### config.mk
export PLATFORM = sky130hd
export DESIGN_NAME = tea_stream_driver
export DESIGN_NICKNAME = d
export VERILOG_FILES = /design/src/rtl/tea_stream_driver.sv
export SDC_FILE = /design/constraint.sdc
export NUM_CORES = 1
export LEC_CHECK = 0
export ABC_AREA = 1
export CORE_ASPECT_RATIO = 0.9
export CORE_MARGIN = 5
export CORE_UTILIZATION = 38
export DETAILED_ROUTE_END_ITERATION = 10
export PLACE_DENSITY = 0.76
export SETUP_SLACK_MARGIN = 0.4
export SLEW_MARGIN = 20
export SYNTH_ARGS = -nofsm -noshare
export SYNTH_HDL_FRONTEND = slang
export SYNTH_SLANG_ARGS = --single-unit
### constraint.sdc
create_clock -name clk -period 7.1 [get_ports clk]
set_input_delay 1.775 -clock clk [delete_from_list [all_inputs] [get_ports clk]]
set_output_delay 1.775 -clock clk [all_outputs]
set_load 0.01 [all_outputs]
### src/rtl/tea_stream_driver.sv
// tea_stream_driver
// Host-side sequencer for one tea_interface core. It takes a 128-bit key and
// 64-bit blocks over valid/ready, runs the core's two-beat key load and
// write/wait protocol, and hands each result back over valid/ready. Only one
// block is in flight at a time, and the core's pin sharing is hidden from the host.
//
// Ports
//   clk, reset            clock, asynchronous active-high reset
//   key_valid/ready, key  key stream; key[127:64] goes to the core first
//   blk_valid/ready       block stream, with blk_mode (0 enc, 1 dec) and blk_data
//   res_valid/ready       result stream, with res_data and res_mode
//   key_loaded            the core holds a valid key
//   timeout_err           sticky; the core never raised out_ready
//   core_*                pins to and from the core
//
// state  | meaning
// -------+-------------------------------------------------------
// NOKEY  | no key in the core; waiting for a key handshake
// KEY_HI | core_reset high, upper key half on core_in
// KEY_LO | lower key half on core_in
// READY  | key loaded; accepts a new key or a block
// WRITE  | core_write high, block and mode on the core pins
// WAIT   | waiting for core_out_ready; timeout counter running
// OUT    | result held until res_ready

module tea_stream_driver #(
   parameter int CORE_CYCLES = 8,
   parameter int TIMEOUT     = 32
) (
   input  logic          clk,
   input  logic          reset,
   input  logic          key_valid,
   output logic          key_ready,
   input  logic [127:0]  key,
   input  logic          blk_valid,
   output logic          blk_ready,
   input  logic          blk_mode,
   input  logic [63:0]   blk_data,
   output logic          res_valid,
   input  logic          res_ready,
   output logic [63:0]   res_data,
   output logic          res_mode,
   output logic          key_loaded,
   output logic          timeout_err,
   output logic [63:0]   core_in,
   output logic          core_mode,
   output logic          core_reset,
   output logic          core_write,
   input  logic [63:0]   core_out,
   input  logic          core_out_ready
);

   localparam int CNT_W = (TIMEOUT > 2) ? $clog2(TIMEOUT) : 1;

   // The WAIT window must be long enough for the core to finish a block.
   generate
      if (TIMEOUT <= CORE_CYCLES + 1) begin : g_bad_timeout
         $error("TIMEOUT must exceed CORE_CYCLES+1");
      end
   endgenerate

   typedef enum logic [2:0] {
      NOKEY, KEY_HI, KEY_LO, READY, WRITE, WAIT, OUT
   } state_t;

   state_t             state;
   logic [127:0]       key_q;
   logic [63:0]        blk_q;
   logic               mode_q;
   logic [CNT_W-1:0]   cnt;
   logic               blk_ready_q;

   // A key offered in READY takes priority over a block offered in the same
   // cycle, so blk_ready is pulled low combinationally while key_valid is high.
   assign blk_ready = blk_ready_q & ~key_valid;

   always_ff @(posedge clk or posedge reset) begin
      if (reset) begin
         state       <= NOKEY;
         key_q       <= '0;
         blk_q       <= '0;
         mode_q      <= 1'b0;
         cnt         <= '0;
         key_ready   <= 1'b0;
         blk_ready_q <= 1'b0;
         res_valid   <= 1'b0;
         res_data    <= '0;
         res_mode    <= 1'b0;
         key_loaded  <= 1'b0;
         timeout_err <= 1'b0;
         core_in     <= '0;
         core_mode   <= 1'b0;
         core_reset  <= 1'b0;
         core_write  <= 1'b0;
      end else begin
         // Strobes and handshake readies are driven for one cycle at a time;
         // each branch re-asserts whatever the next state needs.
         key_ready   <= 1'b0;
         blk_ready_q <= 1'b0;
         core_reset  <= 1'b0;
         core_write  <= 1'b0;
         core_in     <= '0;

         unique case (state)
            NOKEY: begin
               if (key_valid && key_ready) begin
                  key_q      <= key;
                  core_reset <= 1'b1;
                  core_in    <= key[127:64];
                  state      <= KEY_HI;
               end else begin
                  key_ready <= 1'b1;
               end
            end

            KEY_HI: begin
               core_in <= key_q[63:0];
               state   <= KEY_LO;
            end

            KEY_LO: begin
               key_loaded  <= 1'b1;
               key_ready   <= 1'b1;
               blk_ready_q <= 1'b1;
               state       <= READY;
            end

            READY: begin
               if (key_valid && key_ready) begin
                  key_q      <= key;
                  key_loaded <= 1'b0;
                  core_reset <= 1'b1;
                  core_in    <= key[127:64];
                  state      <= KEY_HI;
               end else if (blk_valid && blk_ready) begin
                  blk_q      <= blk_data;
                  mode_q     <= blk_mode;
                  core_write <= 1'b1;
                  core_in    <= blk_data;
                  core_mode  <= blk_mode;
                  cnt        <= CNT_W'(TIMEOUT - 1);
                  state      <= WRITE;
               end else begin
                  key_ready   <= 1'b1;
                  blk_ready_q <= 1'b1;
               end
            end

            // The core's out_ready may still be high from the previous block
            // here; it is only trusted from WAIT onwards.
            WRITE: begin
               state <= WAIT;
            end

            WAIT: begin
               if (core_out_ready) begin
                  res_data  <= core_out;
                  res_mode  <= mode_q;
                  res_valid <= 1'b1;
                  state     <= OUT;
               end else if (cnt == '0) begin
                  timeout_err <= 1'b1;
                  key_loaded  <= 1'b0;
                  key_ready   <= 1'b1;
                  state       <= NOKEY;
               end else begin
                  cnt <= cnt - 1'b1;
               end
            end

            OUT: begin
               if (res_ready) begin
                  res_valid   <= 1'b0;
                  key_ready   <= 1'b1;
                  blk_ready_q <= 1'b1;
                  state       <= READY;
               end
            end

            default: begin
               state <= NOKEY;
            end
         endcase
      end
   end

   // blk_q holds the accepted block for the whole transaction; it only drives
   // the core pins in the WRITE cycle, which are loaded straight from blk_data.
   logic unused_blk;
   assign unused_blk = ^blk_q;

endmodule

---- Word-level counts from Yosys, hierarchy flattened ----
Index checks and enable logic that the tools add are counted.
storage, ports and cells
  register bits after elaboration ......... 209
  input bits .............................. 263
cells by class
  bitwise logic cells ..................... 4
  equal/unequal tests ..................... 17
  reductions and logical operators ........ 16
  muxes and demuxes ....................... 36
  $add $sub $neg .......................... 1
operators by type and width
  operator                                                            count
  64-bit 2-to-1 mux                                                   3
  64-bit case mux with 3 select lines                                 1
  3-bit case mux with 7 select lines                                  1
  5-bit 2-to-1 mux                                                    4
  3-bit 2-to-1 mux                                                    6
  2-bit inequality test, second input constant                        9
  1-bit 2-to-1 mux                                                    16
  5-bit case mux with 2 select lines                                  1
  3-bit == test, second input constant                                3
  3-bit AND reduction                                                 3
  4-bit AND reduction                                                 2
  3-bit by 2-bit == test with 1-bit output, second input constant     2
  3-bit inequality test, second input constant                        2
  1-bit case mux with 3 select lines                                  2
  5-bit logical NOT                                                   1
  1-bit case mux with 5 select lines                                  1
  5-bit AND reduction                                                 1
  5-bit by 1-bit subtractor with 5-bit output, second input constant  1
  2-bit AND reduction                                                 2
  2-bit nonzero test                                                  2
  3-bit by 1-bit == test with 1-bit output, second input constant     1
  3-bit logical NOT                                                   1
  1-bit NOT                                                           3
  3-bit nonzero test                                                  1
  other kinds (4)                                                     5

---- Longest topological paths before layout ----
Gate-level depths: netlist of the first run.
  depth after elaboration ................. 6
  mapped depth ............................ 10
  mapped depth without buffers ............ 9

---- Worst setup path before layout of the first run ----
No wires, ideal clock.
  path type ............................... input port to output port
  start ................................... input key_valid
  end ..................................... output blk_ready
  buffers on the path ..................... 0
  arrival time ............................ 1.939 ns
  data required time ...................... 5.325 ns
  path slack .............................. 3.386 ns
  cell stages on the path ................. 3
  cells stage by stage .................... inv_1 -> nand2_1 -> inv_1
between the ends
  word-level cells in the longest chain between the ends .. 2
RTL lines
  what               line  text
  from (decl)        32    input logic key_valid,
  1-bit NOT          75    assign blk_ready = blk_ready_q & ~key_valid;
  1-bit bitwise AND  75
  to (decl)          36    output logic blk_ready,
No other way between the ends.

---- Final worst setup path of the first run ----
Ends and elaborated chain as after synthesis.

==> results.json, run 1 <==
{
  "p_sw_w": 0.00175,
  "place_hpwl_mm": 21.7,
  "hold_path_class": "reg2reg",
  "ys_seq_elements": 209,
  "cp.arrival_ps": 2900,
  "finalCritPeriodShare_pct": 65.8,
  "crit_type": "in2out",
  "ys_types": 23,
  "die_y_um": 154,
  "worstReg2RegEnd": "core_in[54]$_DFF_PP0_",
  "detail_route.wl_per_cell_um": 16.8,
  "place_inst": 1738,
  "start_kind": "input port",
  "outcome": "finished clean",
  "power_leakage_nw": 6.91,
  "cp_cell_sequence": "clkdlybuf4s50_1, inv_1, nand2_1, inv_1, clkdlybuf4s50_1",
  "slew_viol_final": 0,
  "pwr-share-comb_pct": 38.2,
  "mostFrequentLayoutCell": "nand2_1",
  "rsz0062_at_grt": "no",
  "clk_path_buf_depth": 3,
  "seq_power_share_pct": 38.1,
  "drtAntennaViolNets": 0,
  "preCtsSetupSlack_ps": 2290,
  "drt-total-wl_mm": 29.9,
  "first_pass_iters": 5,
  "netlist_instances": 1087,
  "reg2reg_setup_slack_ps": 4050,
  "power.internal_w": 0.00342,
  "portBuffers": 399,
  "r2r_start": "key_ready$_DFF_PP0_",
  "syn_nets": 1351,
  "final_nets": 1730,
  "crit_path_end_kind": "output pin",
  "synth_area_per_cell_sq_um": 8.10,
  "grtUsageTotal_pct": 21.7,
  "rows": 52,
  "cts.hold.buffers_added": 0,
  "required_ps": 5330,
  "grt_overflow": 0,
  "post_cts_resized": 0,
  "boundaryPins": 400,
  "die_w_um": 170,
  "p_clk_share_pct": 23.7,
  "numCtsBuffers": 23,
  "ys_seq_area_share_pct": 59.4,
  "ir_worst_vdd_uv": 204,
  "vias": 8285,
  "cts_tree": "done",
  "cts_root_buf": "clkbuf_16",
  "maxCapViolations": 0,
  "cp_max_fo": 2,
  "mappedNetlistArea_sq_um": 8800,
  "r2r_cells": 7,
  "ys.warnings.count": 0,
  "cp-endpoint": "blk_ready",
  "fin_ws_ps": 2430,
  "max_slew_margin_pct": 28.8,
  "setup_tns_ps": 0,
  "initial_core_util_pct": 38.9,
  "setup_violations": 0,
  "core_sq_um": 22600,
  "drive_gt1_share_pct": 4.05,
  "cts_setup_buffers": 0,
  "die_area_sq_um": 26300,
  "grt_max_degree": 168,
  "fin_crit_ps": 4670,
  "crit_path_start": "key_valid",
  "vias_per_cell": 4.65,
  "htreeDepth": 1,
  "nFillCells": 1967,
  "drcViolationCount": 0,
  "clk_pin_slew_ps": 70,
  "p_sw_share_pct": 33.9,
  "drt_iter0_drc": 640,
  "grt_antenna_before_repair": 2,
  "critPathMaxStageDelay_ps": 540,
  "clock_skew_ps": 15.9,
  "gp_congestion": 0.901,
  "worst_skew_pair.late_latency_ps": 500,
  "grt_pass1_wl_mm": 45.6,
  "fmax_ghz": 0.214,
  "power_density_nw_per_um2": 377,
  "syn_to_final_growth_pct": 55.9,
  "max_slew.worst_pin.slew_ps": 1070,
  "final_cell_mix": "nand2_1, clkdlybuf4s50_1, dfrtp_1",
  "grt_pass1_vias": 8350,
  "clkSinkCount": 209,
  "layoutNonFillerInstCount": 1780,
  "slowest_stage": "clkdlybuf4s50_1",
  "hold_violations": 0
}
==> state kept, by name, summed over array words and instances (netlist names) <==
| register | flops |
|---|---|
| core_in | 64 |
| key_q | 64 |
| res_data | 64 |
| cnt | 5 |
| state | 3 |
| blk_ready_q | 1 |
| core_reset | 1 |
| core_write | 1 |
| key_loaded | 1 |
| key_ready | 1 |
| mode_q | 1 |
| res_mode | 1 |
| res_valid | 1 |
| timeout_err | 1 |
==> layout make-up <==
class / instances / area (sq um) / area share (%)
sequential: 209 / 5230 / 38.1
timing repair buffer: 404 / 4040 / 29.5
multi-input combinational: 760 / 3040 / 22.1
clock buffer: 31 / 646 / 4.70
tap: 297 / 372 / 2.71
inverter: 68 / 263 / 1.91
clock inverter: 10 / 131 / 0.957
antenna: 1 / 2.50 / 0.0182
==> critical path, delay by kind of cell <==
family	cells	cell delay [ps]
and+or+nand+nor	1	60
buffers and inverters	4	1070
==> per-layer routing <==
metal,wire [um],vias to the layer above,track usage (%)
met4,859,2,5.97
met5,7,-,0
met1,11100,3814,25.9
li1,-,4046,-
met3,3170,51,7.30
met2,14800,372,37.7
==> power groups by stage <==
stage               Combinational [W]  Clock, W  Sequential (W)
global placement              0.00196         0         0.00197
CTS                           0.00201   0.00126         0.00197
finish                        0.00198   0.00123         0.00197
detailed placement            0.00200         0         0.00198
global route                  0.00218   0.00131         0.00203
floorplan                    0.000796         0         0.00209
==> logic make-up (layout without fill, tap and decap cells) <==
logic type	after synthesis	count (layout)	share of synthesized area, %
buf+inv	118	513	6.20
flops	209	209	59.4
other cells	0	1	0
fa+ha+maj	1	1	0.142
compound gates	28	28	1.62
simple gates	731	731	32.6
==> cell usage after synthesis <==
cell | instances | area share (%)
nand2_1 | 599 | 26
dfrtp_1 | 209 | 59
inv_1 | 64 | 2.7
nand3_1 | 63 | 3.6
nor2_1 | 55 | 2.3
o21ai_0 | 26 | 1.5
buf_2 | 23 | 1.3
clkbuf_1 | 13 | 0.55
buf_4 | 7 | 0.60
buf_6 | 6 | 0.77
nand2_2 | 5 | 0.36
nor2_2 | 3 | 0.21
clkinv_2 | 2 | 0.11
inv_2 | 2 | 0.085
nand4_1 | 2 | 0.14
a21oi_1 | 1 | 0.057
buf_1 | 1 | 0.043
ha_1 | 1 | 0.14
nand3_2 | 1 | 0.11
nand4_2 | 1 | 0.14
nor2_4 | 1 | 0.13
o21bai_1 | 1 | 0.085
or2_2 | 1 | 0.071
==> per-stage QoR <==
step	util [%]	total power (W)	area, sq um	hold WS (ps)
finish	60.6	0.00517	13700	466
detailed placement	57.2	0.00398	12900	462
global placement	57.2	0.00393	12900	456
CTS	60.6	0.00524	13700	469
global route	60.6	0.00552	13700	489
floorplan	-	0.00288	8810	442
==> worst min-delay path by stage <==
stage                               startpoint              endpoint  depth (start not counted)
after floorplan             cnt[4]$_DFFE_PP0P_    cnt[4]$_DFFE_PP0P_                          2
after CTS                 key_q[5]$_DFFE_PP0P_  core_in[5]$_DFF_PP0_                          2
after global placement      cnt[1]$_DFFE_PP0P_    cnt[1]$_DFFE_PP0P_                          2
after global routing      key_q[2]$_DFFE_PP0P_  core_in[2]$_DFF_PP0_                          2
after detailed placement    cnt[1]$_DFFE_PP0P_    cnt[1]$_DFFE_PP0P_                          2
final                     key_q[2]$_DFFE_PP0P_  core_in[2]$_DFF_PP0_                          2
(Power assumes the default switching activity.)
==> inputs of run 2 (changes only) <==
--- a/config.mk
+++ b/config.mk
@@ -8,9 +8,9 @@
 export ABC_AREA = 1
 export CORE_ASPECT_RATIO = 0.9
 export CORE_MARGIN = 5
-export CORE_UTILIZATION = 38
+export CORE_UTILIZATION = 42
 export DETAILED_ROUTE_END_ITERATION = 10
-export PLACE_DENSITY = 0.76
+export PLACE_DENSITY = 0.8
 export SETUP_SLACK_MARGIN = 0.4
 export SLEW_MARGIN = 20
 export SYNTH_ARGS = -nofsm -noshare
==> constraint.sdc (replaced) <==
create_clock -name clk -period 4.44 [get_ports clk]
set_input_delay 1.11 -clock clk [delete_from_list [all_inputs] [get_ports clk]]
set_output_delay 1.11 -clock clk [all_outputs]
set_load 0.01 [all_outputs]
==> run 2 against run 1 <==
  * Critical path depth did not move
  * Register-to-register slack worse by 2000 ps
  * Hold slack better by 4.1 ps
  * Clock skew shrank 4.0 ps
  * Utilization up 5.8 points
  * Wire length fell by 2.8%
  * Clock power rose by 51%
  * Via count rose by 0.97%
  * Non-clock buffer count increased by 4
  * Setup slack worse by 1300 ps
  * Largest power group unchanged
  * Highest routed layer unchanged
==> results.json, run 2 (same netlist as run 1, synthesis figures left out) <==
{
  "setup_tns_ps": 0,
  "clock_skew_ps": 11.9,
  "portBuffers": 399,
  "seq_area_sq_um": 5230,
  "ir_worst_vdd_uv": 289,
  "power_density_nw_per_um2": 596,
  "start_kind": "input port",
  "grt_pass1_wl_mm": 45.1,
  "grt_max_degree": 95,
  "clk_pin_slew_ps": 60,
  "cp.arrival_ps": 2240,
  "die_y_um": 147,
  "reg2reg_setup_slack_ps": 2040,
  "finalCritPeriodShare_pct": 75.4,
  "preCtsSetupSlack_ps": 938,
  "cts_root_buf": "clkbuf_16",
  "top_layer_used": "met5",
  "fin_ws_ps": 1090,
  "mostFrequentLayoutCell": "nand2_1",
  "crit_type": "in2out",
  "clk_path_buf_depth": 3,
  "drive_gt1_share_pct": 4.18,
  "grt_overflow": 0,
  "boundaryPins": 400,
  "critPathMaxStageDelay_ps": 530,
  "power_leakage_nw": 6.93,
  "vias": 8365,
  "drt-total-wl_mm": 29.0,
  "drtAntennaViolNets": 0,
  "numCtsBuffers": 23,
  "multi_input_area_sq_um": 3040,
  "core_sq_um": 20700,
  "drcViolationCount": 0,
  "max_slew_margin_pct": 40.1,
  "rows": 50,
  "wl_met1_mm": 11.0,
  "setup_violations": 0,
  "detail_route.wl_per_cell_um": 16.4,
  "fmax_ghz": 0.299,
  "fin_crit_ps": 3350,
  "gp_congestion": 0.875,
  "initial_core_util_pct": 42.5,
  "hold_path_class": "reg2reg",
  "hold_violations": 0,
  "hold_slack_ps": 470,
  "worst_skew_pair.late_latency_ps": 500,
  "cp_max_fo": 2,
  "syn_to_final_growth_pct": 56.2,
  "wl_met2_mm": 14.2,
  "first_pass_iters": 6,
  "post_cts_resized": 0,
  "die_w_um": 163,
  "slew_viol_final": 0,
  "max_slew.worst_pin.slew_ps": 897,
  "nFillCells": 1666,
  "place_hpwl_mm": 21.1,
  "grt_antenna_before_repair": 5,
  "path_buf_inv": 4,
  "final_cell_mix": "nand2_1, clkdlybuf4s50_1, dfrtp_1",
  "vias_per_cell": 4.72,
  "outcome": "finished clean",
  "maxCapViolations": 0,
  "grt_pass1_vias": 8370,
  "wl_met3_mm": 2.73,
  "grtUsageTotal_pct": 23.5,
  "clkSinkCount": 209,
  "crit_path_end_kind": "output pin",
  "top_regs": "core_in x64, key_q x64, res_data x64",
  "rsz0062_at_grt": "no",
  "post-route-util_pct": 66.4,
  "final_area_sq_um": 13800,
  "htreeDepth": 1,
  "die_area_sq_um": 24000,
  "cts.hold.buffers_added": 0,
  "place_area_sq_um": 13000,
  "cts_setup_buffers": 0,
  "final_nets": 1734,
  "required_ps": 3330,
  "cts_tree": "done",
  "crit_family": "buffers and inverters",
  "drt_iter0_drc": 456,
  "slowest_stage": "clkdlybuf4s50_1",
  "cp_cell_sequence": "clkdlybuf4s50_1, inv_1, nand2_1, inv_1, clkdlybuf4s50_1"
}
run 2: changes by cell type in the layout (fill, tap and decap cells not counted), sizes merged:
cell	delta
bufinv	-2
clkinv	-2
buf	+4
clkbuf	+3
diode	+2
clkinvlp	-1
run 2: worst paths after layout:
kind,from,end,cells past startpoint
setup / recovery,key_valid,blk_ready,5
setup reg to reg,state[0]$_DFFE_PP0P_,core_in[19]$_DFF_PP0_,6
hold reg to reg,key_q[3]$_DFFE_PP0P_,core_in[3]$_DFF_PP0_,2
hold / removal,key_q[3]$_DFFE_PP0P_,core_in[3]$_DFF_PP0_,2
min in group asynchronous,reset,key_q[56]$_DFFE_PP0P_,3
max in group asynchronous,reset,core_reset$_DFF_PP0_,3
run 2: power breakdown:
part / internal (W) / switching (W) / leakage (nW) / total (W)
sequential: 0.00272 / 0.000411 / 2.70 / 0.00313
clock: 0.00112 / 0.000735 / 0.369 / 0.00186
combinational: 0.00159 / 0.00162 / 3.85 / 0.00321
total: 0.00543 / 0.00276 / 6.93 / 0.00819
run 2: per-layer routing:
layer	up-vias	track usage, %
li1	4056	-
met1	3882	27.9
met2	352	40.2
met3	71	7.38
met4	4	8.60
met5	-	0
run 2: cell type report:
cell class	instances	area share (%)
clock inverter	5	0.391
timing repair buffer	408	29.9
tap	286	2.60
multi-input combinational	760	22.1
inverter	68	1.91
antenna	3	0.0546
sequential	209	38.0
clock buffer	34	4.99
run 2: stage by stage:
step                total power (W)  instances
CTS                         0.00825       1769
floorplan                   0.00461       1087
global route                0.00873       1773
global placement            0.00626       1730
finish                      0.00819       1773
detailed placement          0.00636       1730
run 2: tightest hold or removal path, stage by stage (launching register included):
cell     delay (ps)
dfrtp_1         340
nand2_1          50
nand2_1          50
==> inputs of run 3 (changes only) <==
--- a/config.mk
+++ b/config.mk
@@ -8,9 +8,9 @@
 export ABC_AREA = 1
 export CORE_ASPECT_RATIO = 0.9
 export CORE_MARGIN = 5
-export CORE_UTILIZATION = 42
+export CORE_UTILIZATION = 38
 export DETAILED_ROUTE_END_ITERATION = 10
-export PLACE_DENSITY = 0.8
+export PLACE_DENSITY = 0.76
 export SETUP_SLACK_MARGIN = 0.4
 export SLEW_MARGIN = 20
 export SYNTH_ARGS = -nofsm -noshare
==> constraint.sdc (replaced) <==
create_clock -name clk -period 2.95 [get_ports clk]
set_input_delay 0.7375 -clock clk [delete_from_list [all_inputs] [get_ports clk]]
set_output_delay 0.7375 -clock clk [all_outputs]
set_load 0.01 [all_outputs]
==> run 3 against run 2 <==
  * Combinational power grew 50%
  * Die area increased by 9.8%
  * Register-to-register slack lost 1200 ps
  * Sequential share of layout area fell by 0.34 points
  * Non-clock buffer count rose by 4
  * Via count increased by 0.24%
  * Total power increased by 53%
  * Cell count increased by 1.0%
  * First-iteration DRC count grew 16%
  * Count of clock-buffer cells in the layout fell by 1
  * Clock power is 60% higher
  * Sequential cell count stayed put
==> results.json, run 3 (same netlist as run 1, synthesis figures left out) <==
{
  "fmax_ghz": 0.421,
  "detail_route.wl_per_cell_um": 16.6,
  "p_total_w": 0.0125,
  "drive_gt1_share_pct": 4.56,
  "clkSinkCount": 209,
  "place_inst": 1746,
  "die_area_sq_um": 26300,
  "drtAntennaViolNets": 0,
  "hold_path_class": "reg2reg",
  "portBuffers": 399,
  "cp.arrival_ps": 1640,
  "syn_to_final_growth_pct": 57.7,
  "vias": 8385,
  "outcome": "finished clean",
  "power_leakage_nw": 6.99,
  "setup_violations": 0,
  "cp_max_fo": 2,
  "met1_usage_pct": 25.7,
  "ir_worst_vdd_uv": 672,
  "layoutNonFillerInstCount": 1791,
  "worst_skew_pair.late_latency_ps": 510,
  "cts_root_buf": "clkbuf_16",
  "p_sw_w": 0.00421,
  "p_sw_share_pct": 33.6,
  "power_density_nw_per_um2": 903,
  "busiest_layer": "met2",
  "seq_power_share_pct": 37.7,
  "die_w_um": 170,
  "die_y_um": 154,
  "grt_pass1_wl_mm": 45.9,
  "clk_pin_slew_ps": 60,
  "rows": 52,
  "fin_ws_ps": 575,
  "pwr-share-comb_pct": 38.5,
  "top_regs": "core_in x64, key_q x64, res_data x64",
  "nFillCells": 1909,
  "grtUsageTotal_pct": 21.8,
  "numCtsBuffers": 23,
  "drt-total-wl_mm": 29.7,
  "use_met2_pct": 36.9,
  "use_met3_pct": 6.87,
  "required_ps": 2210,
  "vias_per_cell": 4.68,
  "grt_antenna_before_repair": 5,
  "core_sq_um": 22600,
  "grt_max_degree": 128,
  "htreeDepth": 1,
  "finalCritPeriodShare_pct": 80.5,
  "gp_congestion": 0.848,
  "drcViolationCount": 0,
  "fin_crit_ps": 2370,
  "clock_skew_ps": 12.8,
  "start_kind": "input port",
  "grt_pass1_vias": 8489,
  "boundaryPins": 400,
  "initial_core_util_pct": 38.9,
  "final_nets": 1738,
  "drt_iter0_drc": 531,
  "slew_viol_final": 0,
  "clk_path_buf_depth": 3,
  "cts_setup_buffers": 0,
  "rsz0062_at_grt": "no",
  "crit_type": "in2out",
  "mostFrequentLayoutCell": "nand2_1",
  "place_hpwl_mm": 21.7,
  "maxCapViolations": 0,
  "cts.hold.buffers_added": 0,
  "preCtsSetupSlack_ps": 364,
  "crit_path_end_kind": "output pin",
  "p_clk_share_pct": 23.8,
  "cts_tree": "done",
  "power.internal_w": 0.00833,
  "first_pass_iters": 5,
  "hold_violations": 0,
  "max_slew.worst_pin.slew_ps": 697,
  "max_slew_margin_pct": 53.5,
  "grt_overflow": 0,
  "final_cell_mix": "nand2_1, clkdlybuf4s50_1, dfrtp_1"
}
## run 3: cell count changes in the layout (fill, tap and decap cells not counted)
| cell | change |
|---|---|
| buf_12 | +4 |
| dlygate4sd2_1 | +1 |
| diode_2 | +1 |
| clkdlybuf4s50_1 | -1 |
| clkbuf_8 | -1 |
| buf_16 | -1 |
| inv_2 | +1 |
| bufinv_16 | +2 |
| buf_4 | +1 |
## run 3: area by class of cell
class                   count  area, sq um  area share, %
diodes                      4         10.0         0.0721
repair buffers            412         4180           30.1
multi-input cells         760         3040           21.9
flip-flops and latches    209         5230           37.7
clock inverters             8          119          0.856
well taps                 297          372           2.68
inverters                  68          262           1.88
clock buffers              33          673           4.85
## run 3: through the flow
step | setup TNS [ps] | area (sq um) | hold slack (ps) | utilization, %
after floorplan | -104860 | 8810 | 442 | -
final | 0 | 13900 | 475 | 61.3
after global placement | 0 | 13100 | 457 | 57.8
after global routing | 0 | 13900 | 497 | 61.3
after detailed placement | 0 | 13100 | 460 | 57.8
after CTS | 0 | 13900 | 474 | 61.3
## run 3: worst max-delay path, stage by stage
cell	delay, ps
clkdlybuf4s50_1	470
inv_1	40
nand2_1	70
inv_1	40
dlygate4sd2_1	280
## run 3: power by group through the flow
stage / sequential [W] / clock (W) / combinational (W)
floorplan: 0.00503 / 0 / 0.00192
global placement: 0.00473 / 0 / 0.00480
detailed placement: 0.00475 / 0 / 0.00489
CTS: 0.00473 / 0.00306 / 0.00492
global route: 0.00489 / 0.00316 / 0.00532
finish: 0.00473 / 0.00298 / 0.00483
## run 3: repair_timing
action,4_1_cts,5_1_grt
resized for setup,1,0
endpoints found under the setup margin,1,0
hold endpoints to repair,0,0
## run 3: path summary, 6_finish.rpt
path	start	endpoint	slack, ps	cells past startpoint
worst min register to register	timeout_err$_DFFE_PP0P_	timeout_err$_DFFE_PP0P_	470	1
worst min-delay path	timeout_err$_DFFE_PP0P_	timeout_err$_DFFE_PP0P_	470	1
worst max register to register	state[2]$_DFFE_PP0P_	core_in[59]$_DFF_PP0_	860	8
max in group asynchronous	reset	key_q[17]$_DFFE_PP0P_	1600	3
worst max-delay path	key_valid	blk_ready	580	5
min in group asynchronous	reset	core_in[52]$_DFF_PP0_	730	3
## run 3: routing by layer
layer,vias up,part of all wire [%]
met3,65,10
met1,3865,37
met5,-,0.044
met2,395,48
li1,4058,-
met4,2,4.6
